**src/rtl/axi_led_regs_if.sv**
```systemverilog
// AXI4 slave-side bundle for the LED register block: AW/W/B/AR/R channels.
interface axi_led_regs_if #(
    parameter int DATA_WIDTH = 64,
    parameter int ADDR_WIDTH = 40,
    parameter int ID_WIDTH   = 16
);
    logic [ID_WIDTH-1:0]     awid;
    logic [ADDR_WIDTH-1:0]   awaddr;
    logic [7:0]              awlen;
    logic [2:0]              awsize;
    logic [1:0]              awburst;
    logic                    awvalid;
    logic                    awready;
    logic [DATA_WIDTH-1:0]   wdata;
    logic [DATA_WIDTH/8-1:0] wstrb;
    logic                    wlast;
    logic                    wvalid;
    logic                    wready;
    logic [ID_WIDTH-1:0]     bid;
    logic [1:0]              bresp;
    logic                    bvalid;
    logic                    bready;
    logic [ID_WIDTH-1:0]     arid;
    logic [ADDR_WIDTH-1:0]   araddr;
    logic [7:0]              arlen;
    logic [2:0]              arsize;
    logic [1:0]              arburst;
    logic                    arvalid;
    logic                    arready;
    logic [ID_WIDTH-1:0]     rid;
    logic [DATA_WIDTH-1:0]   rdata;
    logic [1:0]              rresp;
    logic                    rlast;
    logic                    rvalid;
    logic                    rready;

    modport master (
        output awid, awaddr, awlen, awsize, awburst, awvalid, input awready,
        output wdata, wstrb, wlast, wvalid, input wready,
        input bid, bresp, bvalid, output bready,
        output arid, araddr, arlen, arsize, arburst, arvalid, input arready,
        input rid, rdata, rresp, rlast, rvalid, output rready
    );

    modport slave (
        input awid, awaddr, awlen, awsize, awburst, awvalid, output awready,
        input wdata, wstrb, wlast, wvalid, output wready,
        output bid, bresp, bvalid, input bready,
        input arid, araddr, arlen, arsize, arburst, arvalid, output arready,
        output rid, rdata, rresp, rlast, rvalid, input rready
    );
endinterface

```
**src/rtl/axi_led_regs.sv**
```systemverilog
// AXI4 slave register file: reg0 drives LEDs, reg1 is a free-running counter,
// the rest are scratch. Independent single-outstanding read and write FSMs.
module axi_led_regs #(
    parameter int                    DATA_WIDTH = 64,
    parameter int                    ADDR_WIDTH = 40,
    parameter int                    ID_WIDTH   = 16,
    parameter int                    NUM_REGS   = 16,
    parameter int                    NUM_LEDS   = 8,
    parameter logic [DATA_WIDTH-1:0] LED_RESET  = 'hA5
) (
    input  logic                axi_clk,
    input  logic                axi_rst,
    axi_led_regs_if.slave       s_axi,
    output logic [NUM_LEDS-1:0] leds
);
    localparam int              NBYTES    = DATA_WIDTH / 8;
    localparam int              LSB       = $clog2(NBYTES);
    localparam int              IDXW      = $clog2(NUM_REGS);
    localparam logic [2:0]      FULL_SIZE = 3'(LSB);
    localparam logic [IDXW-1:0] LAST_IDX  = IDXW'(NUM_REGS - 1);
    localparam logic [1:0]      B_FIXED   = 2'b00;
    localparam logic [1:0]      B_INCR    = 2'b01;
    localparam logic [1:0]      OKAY      = 2'b00;
    localparam logic [1:0]      SLVERR    = 2'b10;

    typedef enum logic [1:0] {W_IDLE, W_DATA, W_RESP} w_state_e;
    typedef enum logic       {R_IDLE, R_DATA}         r_state_e;

    logic [NUM_REGS-1:0][DATA_WIDTH-1:0] regs_q;

    w_state_e            w_state_q, w_state_d;
    logic                awready_q, awready_d, wready_q, wready_d, bvalid_q, bvalid_d;
    logic [1:0]          bresp_q, bresp_d;
    logic [ID_WIDTH-1:0] bid_q, bid_d;
    logic [IDXW-1:0]     widx_q, widx_d;
    logic [7:0]          wlen_q, wlen_d, wbeat_q, wbeat_d;
    logic                wincr_q, wincr_d, wbad_q, wbad_d, woob_q, woob_d, werr_q, werr_d;
    logic                wbeat_err, wmismatch, wr_en;

    r_state_e              r_state_q, r_state_d;
    logic                  arready_q, arready_d, rvalid_q, rvalid_d, rlast_q, rlast_d;
    logic [1:0]            rresp_q, rresp_d;
    logic [ID_WIDTH-1:0]   rid_q, rid_d;
    logic [DATA_WIDTH-1:0] rdata_q, rdata_d;
    logic [IDXW-1:0]       ridx_q, ridx_d, ld_idx;
    logic [7:0]            rlen_q, rlen_d, rbeat_q, rbeat_d;
    logic                  rincr_q, rincr_d, rbad_q, rbad_d, roob_q, roob_d;
    logic                  ld, ld_oob, ld_bad;

    logic unused_addr;
    assign unused_addr = ^{s_axi.awaddr, s_axi.araddr};

    // Narrow transfers and WRAP/reserved bursts error every beat.
    function automatic logic bad_req(logic [2:0] size, logic [1:0] burst);
        return (size != FULL_SIZE) || (burst != B_FIXED && burst != B_INCR);
    endfunction

    always_comb begin
        w_state_d = w_state_q;
        bid_d     = bid_q;
        bresp_d   = bresp_q;
        widx_d    = widx_q;
        wlen_d    = wlen_q;
        wbeat_d   = wbeat_q;
        wincr_d   = wincr_q;
        wbad_d    = wbad_q;
        woob_d    = woob_q;
        werr_d    = werr_q;
        wr_en     = 1'b0;
        wbeat_err = wbad_q | woob_q | (wbeat_q > wlen_q);
        wmismatch = s_axi.wlast && (wbeat_q != wlen_q);
        unique case (w_state_q)
            W_IDLE: if (awready_q && s_axi.awvalid) begin
                bid_d     = s_axi.awid;
                widx_d    = s_axi.awaddr[LSB +: IDXW];
                wlen_d    = s_axi.awlen;
                wbeat_d   = 8'd0;
                wincr_d   = (s_axi.awburst == B_INCR);
                wbad_d    = bad_req(s_axi.awsize, s_axi.awburst);
                woob_d    = 1'b0;
                werr_d    = 1'b0;
                w_state_d = W_DATA;
            end
            W_DATA: if (wready_q && s_axi.wvalid) begin
                wr_en  = !wbeat_err;
                werr_d = werr_q | wbeat_err | wmismatch;
                if (wbeat_q != 8'hFF) wbeat_d = wbeat_q + 8'd1;
                if (wincr_q) begin
                    woob_d = woob_q | (widx_q == LAST_IDX);
                    widx_d = widx_q + IDXW'(1);
                end
                if (s_axi.wlast) begin
                    w_state_d = W_RESP;
                    bresp_d   = werr_d ? SLVERR : OKAY;
                end
            end
            W_RESP: if (bvalid_q && s_axi.bready) w_state_d = W_IDLE;
            default: w_state_d = W_IDLE;
        endcase
        awready_d = (w_state_d == W_IDLE);
        wready_d  = (w_state_d == W_DATA);
        bvalid_d  = (w_state_d == W_RESP);
    end

    always_comb begin
        r_state_d = r_state_q;
        rid_d     = rid_q;
        rdata_d   = rdata_q;
        rresp_d   = rresp_q;
        rlast_d   = rlast_q;
        ridx_d    = ridx_q;
        rlen_d    = rlen_q;
        rbeat_d   = rbeat_q;
        rincr_d   = rincr_q;
        rbad_d    = rbad_q;
        roob_d    = roob_q;
        ld        = 1'b0;
        ld_idx    = ridx_q;
        ld_oob    = roob_q;
        ld_bad    = rbad_q;
        unique case (r_state_q)
            R_IDLE: if (arready_q && s_axi.arvalid) begin
                rid_d     = s_axi.arid;
                rlen_d    = s_axi.arlen;
                rbeat_d   = 8'd0;
                rincr_d   = (s_axi.arburst == B_INCR);
                rlast_d   = (s_axi.arlen == 8'd0);
                ld        = 1'b1;
                ld_idx    = s_axi.araddr[LSB +: IDXW];
                ld_oob    = 1'b0;
                ld_bad    = bad_req(s_axi.arsize, s_axi.arburst);
                r_state_d = R_DATA;
            end
            R_DATA: if (rvalid_q && s_axi.rready) begin
                if (rlast_q) begin
                    rlast_d   = 1'b0;
                    r_state_d = R_IDLE;
                end else begin
                    ld      = 1'b1;
                    rbeat_d = rbeat_q + 8'd1;
                    rlast_d = (rbeat_d == rlen_q);
                    ld_oob  = roob_q | (rincr_q && ridx_q == LAST_IDX);
                    if (rincr_q) ld_idx = ridx_q + IDXW'(1);
                end
            end
            default: r_state_d = R_IDLE;
        endcase
        // regs_q is sampled before this edge's write, so a colliding read sees old data.
        if (ld) begin
            ridx_d  = ld_idx;
            roob_d  = ld_oob;
            rbad_d  = ld_bad;
            rdata_d = (ld_bad || ld_oob) ? '0 : regs_q[ld_idx];
            rresp_d = (ld_bad || ld_oob) ? SLVERR : OKAY;
        end
        arready_d = (r_state_d == R_IDLE);
        rvalid_d  = (r_state_d == R_DATA);
    end

    always_ff @(posedge axi_clk or posedge axi_rst) begin
        if (axi_rst) begin
            w_state_q <= W_IDLE;
            awready_q <= 1'b0;
            wready_q  <= 1'b0;
            bvalid_q  <= 1'b0;
            bresp_q   <= 2'b00;
            bid_q     <= '0;
            widx_q    <= '0;
            wlen_q    <= 8'd0;
            wbeat_q   <= 8'd0;
            wincr_q   <= 1'b0;
            wbad_q    <= 1'b0;
            woob_q    <= 1'b0;
            werr_q    <= 1'b0;
            r_state_q <= R_IDLE;
            arready_q <= 1'b0;
            rvalid_q  <= 1'b0;
            rlast_q   <= 1'b0;
            rresp_q   <= 2'b00;
            rid_q     <= '0;
            rdata_q   <= '0;
            ridx_q    <= '0;
            rlen_q    <= 8'd0;
            rbeat_q   <= 8'd0;
            rincr_q   <= 1'b0;
            rbad_q    <= 1'b0;
            roob_q    <= 1'b0;
        end else begin
            w_state_q <= w_state_d;
            awready_q <= awready_d;
            wready_q  <= wready_d;
            bvalid_q  <= bvalid_d;
            bresp_q   <= bresp_d;
            bid_q     <= bid_d;
            widx_q    <= widx_d;
            wlen_q    <= wlen_d;
            wbeat_q   <= wbeat_d;
            wincr_q   <= wincr_d;
            wbad_q    <= wbad_d;
            woob_q    <= woob_d;
            werr_q    <= werr_d;
            r_state_q <= r_state_d;
            arready_q <= arready_d;
            rvalid_q  <= rvalid_d;
            rlast_q   <= rlast_d;
            rresp_q   <= rresp_d;
            rid_q     <= rid_d;
            rdata_q   <= rdata_d;
            ridx_q    <= ridx_d;
            rlen_q    <= rlen_d;
            rbeat_q   <= rbeat_d;
            rincr_q   <= rincr_d;
            rbad_q    <= rbad_d;
            roob_q    <= roob_d;
        end
    end

    always_ff @(posedge axi_clk or posedge axi_rst) begin
        if (axi_rst) begin
            regs_q    <= '0;
            regs_q[0] <= LED_RESET;
        end else begin
            regs_q[1] <= regs_q[1] + DATA_WIDTH'(1);
            if (wr_en && widx_q != IDXW'(1)) begin
                for (int b = 0; b < NBYTES; b++) begin
                    if (s_axi.wstrb[b]) regs_q[widx_q][8*b +: 8] <= s_axi.wdata[8*b +: 8];
                end
            end
        end
    end

    assign s_axi.awready = awready_q;
    assign s_axi.wready  = wready_q;
    assign s_axi.bvalid  = bvalid_q;
    assign s_axi.bresp   = bresp_q;
    assign s_axi.bid     = bid_q;
    assign s_axi.arready = arready_q;
    assign s_axi.rvalid  = rvalid_q;
    assign s_axi.rlast   = rlast_q;
    assign s_axi.rresp   = rresp_q;
    assign s_axi.rid     = rid_q;
    assign s_axi.rdata   = rdata_q;
    assign leds          = regs_q[0][NUM_LEDS-1:0];
endmodule

```
**src/flat_wrapper.sv**
```systemverilog
// flat-port wrapper written by rule: the top's interface ports become plain ports
module axi_led_regs_flat 
#(
    parameter int                    DATA_WIDTH = 64,
    parameter int                    ADDR_WIDTH = 40,
    parameter int                    ID_WIDTH   = 16,
    parameter int                    NUM_REGS   = 16,
    parameter int                    NUM_LEDS   = 8,
    parameter logic [DATA_WIDTH-1:0] LED_RESET  = 'hA5
)
  (axi_clk, axi_rst, leds, s_axi_awid, s_axi_awaddr, s_axi_awlen, s_axi_awsize, s_axi_awburst, s_axi_awvalid, s_axi_awready, s_axi_wdata, s_axi_wstrb, s_axi_wlast, s_axi_wvalid, s_axi_wready, s_axi_bid, s_axi_bresp, s_axi_bvalid, s_axi_bready, s_axi_arid, s_axi_araddr, s_axi_arlen, s_axi_arsize, s_axi_arburst, s_axi_arvalid, s_axi_arready, s_axi_rid, s_axi_rdata, s_axi_rresp, s_axi_rlast, s_axi_rvalid, s_axi_rready);
  axi_led_regs_if #(.DATA_WIDTH(DATA_WIDTH), .ADDR_WIDTH(ADDR_WIDTH), .ID_WIDTH(ID_WIDTH)) s_axi_i ();
  input  logic axi_clk;
  input  logic axi_rst;
  output logic [NUM_LEDS-1:0] leds;
  input wire logic [$bits(s_axi_i.awid)-1:0] s_axi_awid;
  input wire logic [$bits(s_axi_i.awaddr)-1:0] s_axi_awaddr;
  input wire logic [$bits(s_axi_i.awlen)-1:0] s_axi_awlen;
  input wire logic [$bits(s_axi_i.awsize)-1:0] s_axi_awsize;
  input wire logic [$bits(s_axi_i.awburst)-1:0] s_axi_awburst;
  input wire logic [$bits(s_axi_i.awvalid)-1:0] s_axi_awvalid;
  output wire logic [$bits(s_axi_i.awready)-1:0] s_axi_awready;
  input wire logic [$bits(s_axi_i.wdata)-1:0] s_axi_wdata;
  input wire logic [$bits(s_axi_i.wstrb)-1:0] s_axi_wstrb;
  input wire logic [$bits(s_axi_i.wlast)-1:0] s_axi_wlast;
  input wire logic [$bits(s_axi_i.wvalid)-1:0] s_axi_wvalid;
  output wire logic [$bits(s_axi_i.wready)-1:0] s_axi_wready;
  output wire logic [$bits(s_axi_i.bid)-1:0] s_axi_bid;
  output wire logic [$bits(s_axi_i.bresp)-1:0] s_axi_bresp;
  output wire logic [$bits(s_axi_i.bvalid)-1:0] s_axi_bvalid;
  input wire logic [$bits(s_axi_i.bready)-1:0] s_axi_bready;
  input wire logic [$bits(s_axi_i.arid)-1:0] s_axi_arid;
  input wire logic [$bits(s_axi_i.araddr)-1:0] s_axi_araddr;
  input wire logic [$bits(s_axi_i.arlen)-1:0] s_axi_arlen;
  input wire logic [$bits(s_axi_i.arsize)-1:0] s_axi_arsize;
  input wire logic [$bits(s_axi_i.arburst)-1:0] s_axi_arburst;
  input wire logic [$bits(s_axi_i.arvalid)-1:0] s_axi_arvalid;
  output wire logic [$bits(s_axi_i.arready)-1:0] s_axi_arready;
  output wire logic [$bits(s_axi_i.rid)-1:0] s_axi_rid;
  output wire logic [$bits(s_axi_i.rdata)-1:0] s_axi_rdata;
  output wire logic [$bits(s_axi_i.rresp)-1:0] s_axi_rresp;
  output wire logic [$bits(s_axi_i.rlast)-1:0] s_axi_rlast;
  output wire logic [$bits(s_axi_i.rvalid)-1:0] s_axi_rvalid;
  input wire logic [$bits(s_axi_i.rready)-1:0] s_axi_rready;
  assign s_axi_i.awid = s_axi_awid;
  assign s_axi_i.awaddr = s_axi_awaddr;
  assign s_axi_i.awlen = s_axi_awlen;
  assign s_axi_i.awsize = s_axi_awsize;
  assign s_axi_i.awburst = s_axi_awburst;
  assign s_axi_i.awvalid = s_axi_awvalid;
  assign s_axi_awready = s_axi_i.awready;
  assign s_axi_i.wdata = s_axi_wdata;
  assign s_axi_i.wstrb = s_axi_wstrb;
  assign s_axi_i.wlast = s_axi_wlast;
  assign s_axi_i.wvalid = s_axi_wvalid;
  assign s_axi_wready = s_axi_i.wready;
  assign s_axi_bid = s_axi_i.bid;
  assign s_axi_bresp = s_axi_i.bresp;
  assign s_axi_bvalid = s_axi_i.bvalid;
  assign s_axi_i.bready = s_axi_bready;
  assign s_axi_i.arid = s_axi_arid;
  assign s_axi_i.araddr = s_axi_araddr;
  assign s_axi_i.arlen = s_axi_arlen;
  assign s_axi_i.arsize = s_axi_arsize;
  assign s_axi_i.arburst = s_axi_arburst;
  assign s_axi_i.arvalid = s_axi_arvalid;
  assign s_axi_arready = s_axi_i.arready;
  assign s_axi_rid = s_axi_i.rid;
  assign s_axi_rdata = s_axi_i.rdata;
  assign s_axi_rresp = s_axi_i.rresp;
  assign s_axi_rlast = s_axi_i.rlast;
  assign s_axi_rvalid = s_axi_i.rvalid;
  assign s_axi_i.rready = s_axi_rready;
  axi_led_regs #(.DATA_WIDTH(DATA_WIDTH), .ADDR_WIDTH(ADDR_WIDTH), .ID_WIDTH(ID_WIDTH), .NUM_REGS(NUM_REGS), .NUM_LEDS(NUM_LEDS), .LED_RESET(LED_RESET)) u_core (.axi_clk(axi_clk), .axi_rst(axi_rst), .s_axi(s_axi_i), .leds(leds));
endmodule
```
**config.mk**
```make
export PLATFORM = sky130hd
export DESIGN_NAME = axi_led_regs_flat
export DESIGN_NICKNAME = d
export VERILOG_FILES = /design/src/rtl/axi_led_regs_if.sv /design/src/rtl/axi_led_regs.sv /design/src/flat_wrapper.sv
export SDC_FILE = /design/constraint.sdc
export NUM_CORES = 2
export LEC_CHECK = 0
export CAP_MARGIN = 10
export CORE_MARGIN = 2
export CORE_UTILIZATION = 52
export CTS_BUF_LIST = sky130_fd_sc_hd__clkbuf_8 sky130_fd_sc_hd__clkbuf_16
export DETAILED_ROUTE_END_ITERATION = 8
export PLACE_DENSITY_LB_ADDON = 0.2
export REMOVE_ABC_BUFFERS = 1
export SETUP_SLACK_MARGIN = 0.3
export SLEW_MARGIN = 40
export SYNTH_ARGS = -nofsm -noshare
export SYNTH_HDL_FRONTEND = slang
export SYNTH_SLANG_ARGS = --single-unit
export TNS_END_PERCENT = 1
```
**constraint.sdc**
```tcl
create_clock -name axi_clk -period 50.3 [get_ports axi_clk]
set_input_delay 10.06 -clock axi_clk [delete_from_list [all_inputs] [get_ports axi_clk]]
set_output_delay 10.06 -clock axi_clk [all_outputs]
set_load 0.01 [all_outputs]
```
Word-level counts from Yosys, hierarchy flattened
Index checks and enable logic that the tools add are counted.

Bitwise operators: 8. Reductions and logical operators: 29. Mux-type cells: 91. Equality and inequality tests: 23. $lt $le $gt $ge: 4. $add $sub $neg: 5.

Operator list (count): 2-to-1 mux 1024 bit (15); bitwise mux 1024 bit (8); demux 64 bit (select 4 bit) (8); binary-select mux 64 bit (select 4 bit) (1); 2-to-1 mux 64 bit (3); 2-to-1 mux 128 bit (1); adder 64 x 1 -> 64 bit, second input constant (1); 2-to-1 mux 56 bit (1); 2-to-1 mux 8 bit (7); 2-to-1 mux 48 bit (1); 2-to-1 mux 40 bit (1); 2-to-1 mux 32 bit (1); case mux 8 bit (2 select lines) (2); 2-to-1 mux 4 bit (7); 2-to-1 mux 24 bit (1); 2-to-1 mux 1 bit (18); adder 8 x 1 -> 8 bit, second input constant (2); 2-to-1 mux 16 bit (1); case mux 4 bit (2 select lines) (2); inequality test 2 x 1 -> 1 bit, second input constant (7); 2-to-1 mux 2 bit (6); case mux 1 bit (2 select lines) (6); logical AND 1 bit (11); < comparator 4 x 5 -> 1 bit, second input constant (2); 23 further kinds (47).

Register bits: 1179. Logic and storage cells: 201. Output and inout bits: 114. Bits of input ports: 218.

Logic depth before layout (Yosys ltp)
Depth in word-level cells: 28. Depth in mapped cells: 12. Depth with buffers taken out: 9.

Worst setup path after synthesis
No wires, ideal clock.

Kind: input -> register. From: input s_axi_rready. To: register u_core.rdata_q[10] (netlist: u_core.s_axi.rdata[10]). Setup time: 0.136 ns. Arrival: 11.738 ns. Cell stages on the path: 9. Setup slack: 38.426 ns. Path buffers: 2. Data required time: 50.164 ns. Path through: nand4b_1 -> or3_1 -> a31oi_4 -> or2_1 -> buf_6 -> buf_2 -> a21oi_1 -> a221oi_1 -> nand3_1.

Longest elaborated chain between the ends: 6. Elaborated cells between the ends (all ways): 11. Classes of those cells: mux: 9; reduce/logical: 2.

RTL lines: start: declaration (line flat_wrapper.sv:44) `input wire logic [$bits(s_axi_i.rready)-1:0] s_axi_rready;`; logical AND 1 bit * (line axi_led_regs.sv:134) `R_DATA: if (rvalid_q && s_axi.rready) begin`; 2-to-1 mux 4 bit (line axi_led_regs.sv:134); case mux 4 bit (2 select lines) (line axi_led_regs.sv:121) `unique case (r_state_q)`; binary-select mux 64 bit (select 4 bit) (line axi_led_regs.sv:153) `rdata_d = (ld_bad || ld_oob) ? '0 : regs_q[ld_idx];`; 2-to-1 mux 64 bit (not written as such) (line axi_led_regs.sv:153); 2-to-1 mux 64 bit (line axi_led_regs.sv:153); end signal: assignment (line axi_led_regs.sv:208) `rdata_q <= rdata_d;`; end: declaration (line axi_led_regs.sv:44) `logic [DATA_WIDTH-1:0] rdata_q, rdata_d;`.

Every way passes the cells marked *; elsewhere a longest branch is shown, timed or not. The select of a mux whose other input is x is not followed. A chain may end at the register's enable or synchronous reset.

Worst setup path in the final report
From: input s_axi_arvalid. To: register u_core.rdata_q[55] (netlist: u_core.s_axi.rdata[55]).

Longest elaborated chain between the ends: 6. Elaborated cells between the ends (all ways): 13. Classes of those cells: mux: 11; reduce/logical: 2.

RTL lines: start: declaration (line flat_wrapper.sv:37) `input wire logic [$bits(s_axi_i.arvalid)-1:0] s_axi_arvalid;`; logical AND 1 bit * (line axi_led_regs.sv:122) `R_IDLE: if (arready_q && s_axi.arvalid) begin`; 2-to-1 mux 4 bit (line axi_led_regs.sv:122); case mux 4 bit (2 select lines) (line axi_led_regs.sv:121); binary-select mux 64 bit (select 4 bit) (line axi_led_regs.sv:153); 2-to-1 mux 64 bit (not written as such) (line axi_led_regs.sv:153); 2-to-1 mux 64 bit (line axi_led_regs.sv:153).

Marks and branches as above.

==> summary.md <==
| Metric | Value |
|---|---|
| Area share of the largest cell type after synthesis | 53.91% |
| Buffer cell driving the clock tree root | clkbuf_16 |
| Number of buffers added for setup after CTS | 0 |
| Final hold viol count | 0 |
| Sum of negative setup slack | 0 ns |
| Depth of the worst register-to-register path | 11 |
| Worst reg-to-reg setup slack | 45.66 ns |
| Total congestion overflow | 0 |
| DRC violations left | 0 |
| Core Util, Final | 60.08% |
| Slew Limit Headroom | 33.90% |
| Inserted Clock Buffers | 131 |
| Main synth FF type | dfrtp_1 |
| Sink Count | 1177 |
| Antenna Violating Nets Remaining | 0 |
| WHS Path Cells | 2 |
| Net count of the finished layout | 5126 |
| Top achievable clock speed | 0.07198 GHz |
| Quantity of gates resized following cts | 0 |
| Library cell occupying the most area in the post-synthesis netlist | dfrtp_1 |
| Area of the die | 0.1073 mm2 |
| Worst path arrival time | 14.55 ns |
| Die outline width | 327.6 um |
| Pin slew with the least headroom to its limit | 0.9914 ns |
| Setup ws final | 36.41 ns |
| Area delta synth->final | 14.38% |
| Placed Cells | 6135 |
| FF-to-FF End | u_core.s_axi.rdata[1] |
| PortBufs | 257 |
| Core Footprint | 0.1036 mm2 |
| Launch point of the worst path | s_axi_arvalid |
| Synth warnings | 0 |
| Routed vias | 38583 |
| Final HPWL DP | 89.34 mm |
| Finish-stage setup viols | 0 |
| Total power per unit cell area | 49.47 mW/mm2 |
| Top post-synthesis cells by area | dfrtp_1, mux2_2, nand2_1 |
| Total number of placement rows | 118 |
| Routed wire length | 148.1 mm |
| Setup repair after global routing missed its margin | false |
| Non-filler instance count after layout | 6365 |
| Post-route minimum period | 13.89 ns |
| DRC violation total after the first TritonRoute iteration | 3258 |
| Hold-critical path endpoint | u_core.s_axi.rid[1] |
| Worst EP required | 50.96 ns |
| Startpoint of the most critical hold path | u_core.s_axi.rid[1] |
| TritonCTS clock tree | built |
| Maximum fanout encountered on the critical timing path | 110 |
| GR peak layer | met2 |
| Register clock-pin slew on the reported worst setup and hold paths | 0.06 ns |
| Detailed-route wire length per cell | 23.26 um |
| Ports placed on the boundary | 332 |
| Detailed-router iteration count before antenna repair | 5 |
| Synth unique cells | 67 |
| Worst setup path category | primary input to flip-flop |
| Most frequent cells after synthesis | dfrtp_1, mux2_2, nand2_1 |
| H-tree depth reported by CTS | 4 |
| Cells after synthesis | 4803 |
| Hold crit path type | flip-flop to flip-flop |
| Post-route clock period utilization | 27.62% |
| Initial Utilization | 52.53% |
| Share of post-route cells with drive strength above 1 | 25.50% |
| Placed Instance Area | 0.05801 mm2 |
| Sequential fraction of the synthesis area | 54.11% |
| Cts-stage hold buffer count | 0 |
| Startpoint kind of the worst setup timing path | primary input |
| Via count of the first global-routing pass | 38483 |
| Global-route wire length before repair | 230.1 mm |
| Global routing usage on met2 | 44.20% |
| Place WS | 35.39 ns |
| Detailed-route vias per instance | 6.062 |
| Max capacitance violation total | 0 |
| Count of flip-flops with a built-in enable after synthesis | 0 |
| Startpoint of the worst register-to-register path | u_core.r_state_q |
| Deepest clock path buffer count | 3 |
| Latest clock arrival within the worst-skew pair | 0.73 ns |
| Library cell with the highest instance count after synthesis | dfrtp_1 |
| Synth async-reset ratio | 100.0% |
| Fraction of met3 tracks used by global routing | 3.943% |
| Diode count | 0 |
| Final GP Congestion | 0.8063 |
| Endpoint type of the worst setup path | flip-flop |
| Leakage dissipation | 29.96 nW |
| Gr usage total | 27.60% |
| Worst-case clock skew | 0.01950 ns |
| Mapped Area | 0.05444 mm2 |
| Count of final max-slew check failures | 0 |
| Status | finished, final reports clean |
| Mean post-synth cell area | 11.34 um2 |
| Post-layout instance area | 0.06227 mm2 |
| Die span in y | 327.6 um |
| Met1 capacity usage during global routing | 38.46% |
| Initial antenna violation count | 2 |
| Maximum number of pins on one net before global-route repair | 124 |
| Peak supply drop | 0.00008691 V |
| #FFs+latches synth | 1177 |
-- cell type report --
class	instances	area (um2)
multi-input cells	3235	23480
inverters	24	120.1
flip-flops and latches	1177	29460
clock buffers	163	3809
fillers	8544	41370
well taps	1380	1727
repair buffers	323	3306
clock inverters	63	376.6
-- metrics by stage --
| step | power (mW) | hold slack [ns] |
|---|---|---|
| 4_1_cts | 3.088 | 0.4753 |
| 5_1_grt | 3.223 | 0.4790 |
| 2_1_floorplan | 1.748 | 0.4425 |
| 6_report | 3.080 | 0.4690 |
| 3_3_place_gp | 2.126 | 0.4599 |
| 3_5_place_dp | 2.155 | 0.4615 |
-- report_power, final --
| part | internal, mW | leakage [nW] | switching [mW] | total [mW] |
|---|---|---|---|---|
| clock | 0.551 | 2.23 | 0.379 | 0.930 |
| sequential | 1.05 | 16.2 | 0.0695 | 1.12 |
| combinational | 0.307 | 11.5 | 0.720 | 1.03 |
-- routing by layer --
layer | part of all wire, % | wire [um]
met5 | 0 | 0
met3 | 5.2 | 7762
met2 | 48 | 70500
met4 | 3.3 | 4899
met1 | 44 | 64910
-- worst max-delay path by stage --
stage	slack, ns	cells past startpoint	to
2_1_floorplan	7.09	1	u_core.leds[1]
3_3_place_gp	34.79	12	u_core.s_axi.rdata[1]
3_5_place_dp	35.39	11	u_core.s_axi.rdata[55]
4_1_cts	36.10	11	u_core.s_axi.rdata[55]
5_1_grt	36.16	12	u_core.s_axi.rdata[55]
6_report	36.41	12	u_core.s_axi.rdata[55]
-- critical path, stage by stage --
cell and delay (ns):
clkdlybuf4s50_1 0.57, and3_1 0.22, a211oi_1 0.07, or2_4 0.53, inv_8 0.68, buf_4 0.41
buf_12 0.29, buf_6 0.52, mux2i_1 0.18, a221oi_1 0.42, o31ai_1 0.22, nand3_1 0.14
-- registers in the layout, summed over array words and instances (netlist names), 2 cells and up --
signal and count:
u_core.s_axi.rdata 64, u_core.wlen_q 8, u_core.s_axi.bid 16, u_core.ridx_q 4, u_core.w_state_q 2, u_core.wbeat_q 8
u_core.rbeat_q 8, u_core.regs_q 1016, u_core.s_axi.rid 16, u_core.widx_q 4, u_core.leds 8, u_core.rlen_q 8
-- cell families after synthesis --
kind of cell / share of synthesized area [%]
buffers and inverters: 3.029
AND/OR/NAND/NOR: 12.90
XOR/XNOR: 1.319
AO/OA/AOI/OAI: 7.019
other: 0.006888
multiplexers: 21.25
flip-flops: 54.11
adder cells (fa/ha/maj): 0.3677
-- cell usage in the layout, fill, tap and decap left out, drive strengths merged, types with 8 or more instances in the layout --
| master | count |
|---|---|
| a2111oi | 18 |
| a21oi | 211 |
| clkdlybuf4s50 | 257 |
| a211oi | 69 |
| and3 | 88 |
| and2 | 17 |
| nor3 | 8 |
| nand3 | 289 |
| ha | 16 |
| nor2b | 9 |
| mux2 | 960 |
| and4 | 24 |
| nand2 | 872 |
| nand4 | 144 |
| xnor2 | 50 |
| mux2i | 76 |
| nor2 | 36 |
| a22oi | 24 |
| a31oi | 52 |
| clkbuf | 163 |
| xor2 | 32 |
| a221oi | 75 |
| dfrtp | 1173 |
| o31ai | 12 |
| o21ai | 77 |
| nor3b | 8 |
| buf | 66 |
| a32oi | 13 |
| clkinv | 16 |
| inv | 67 |
(Power assumes the default switching activity.)
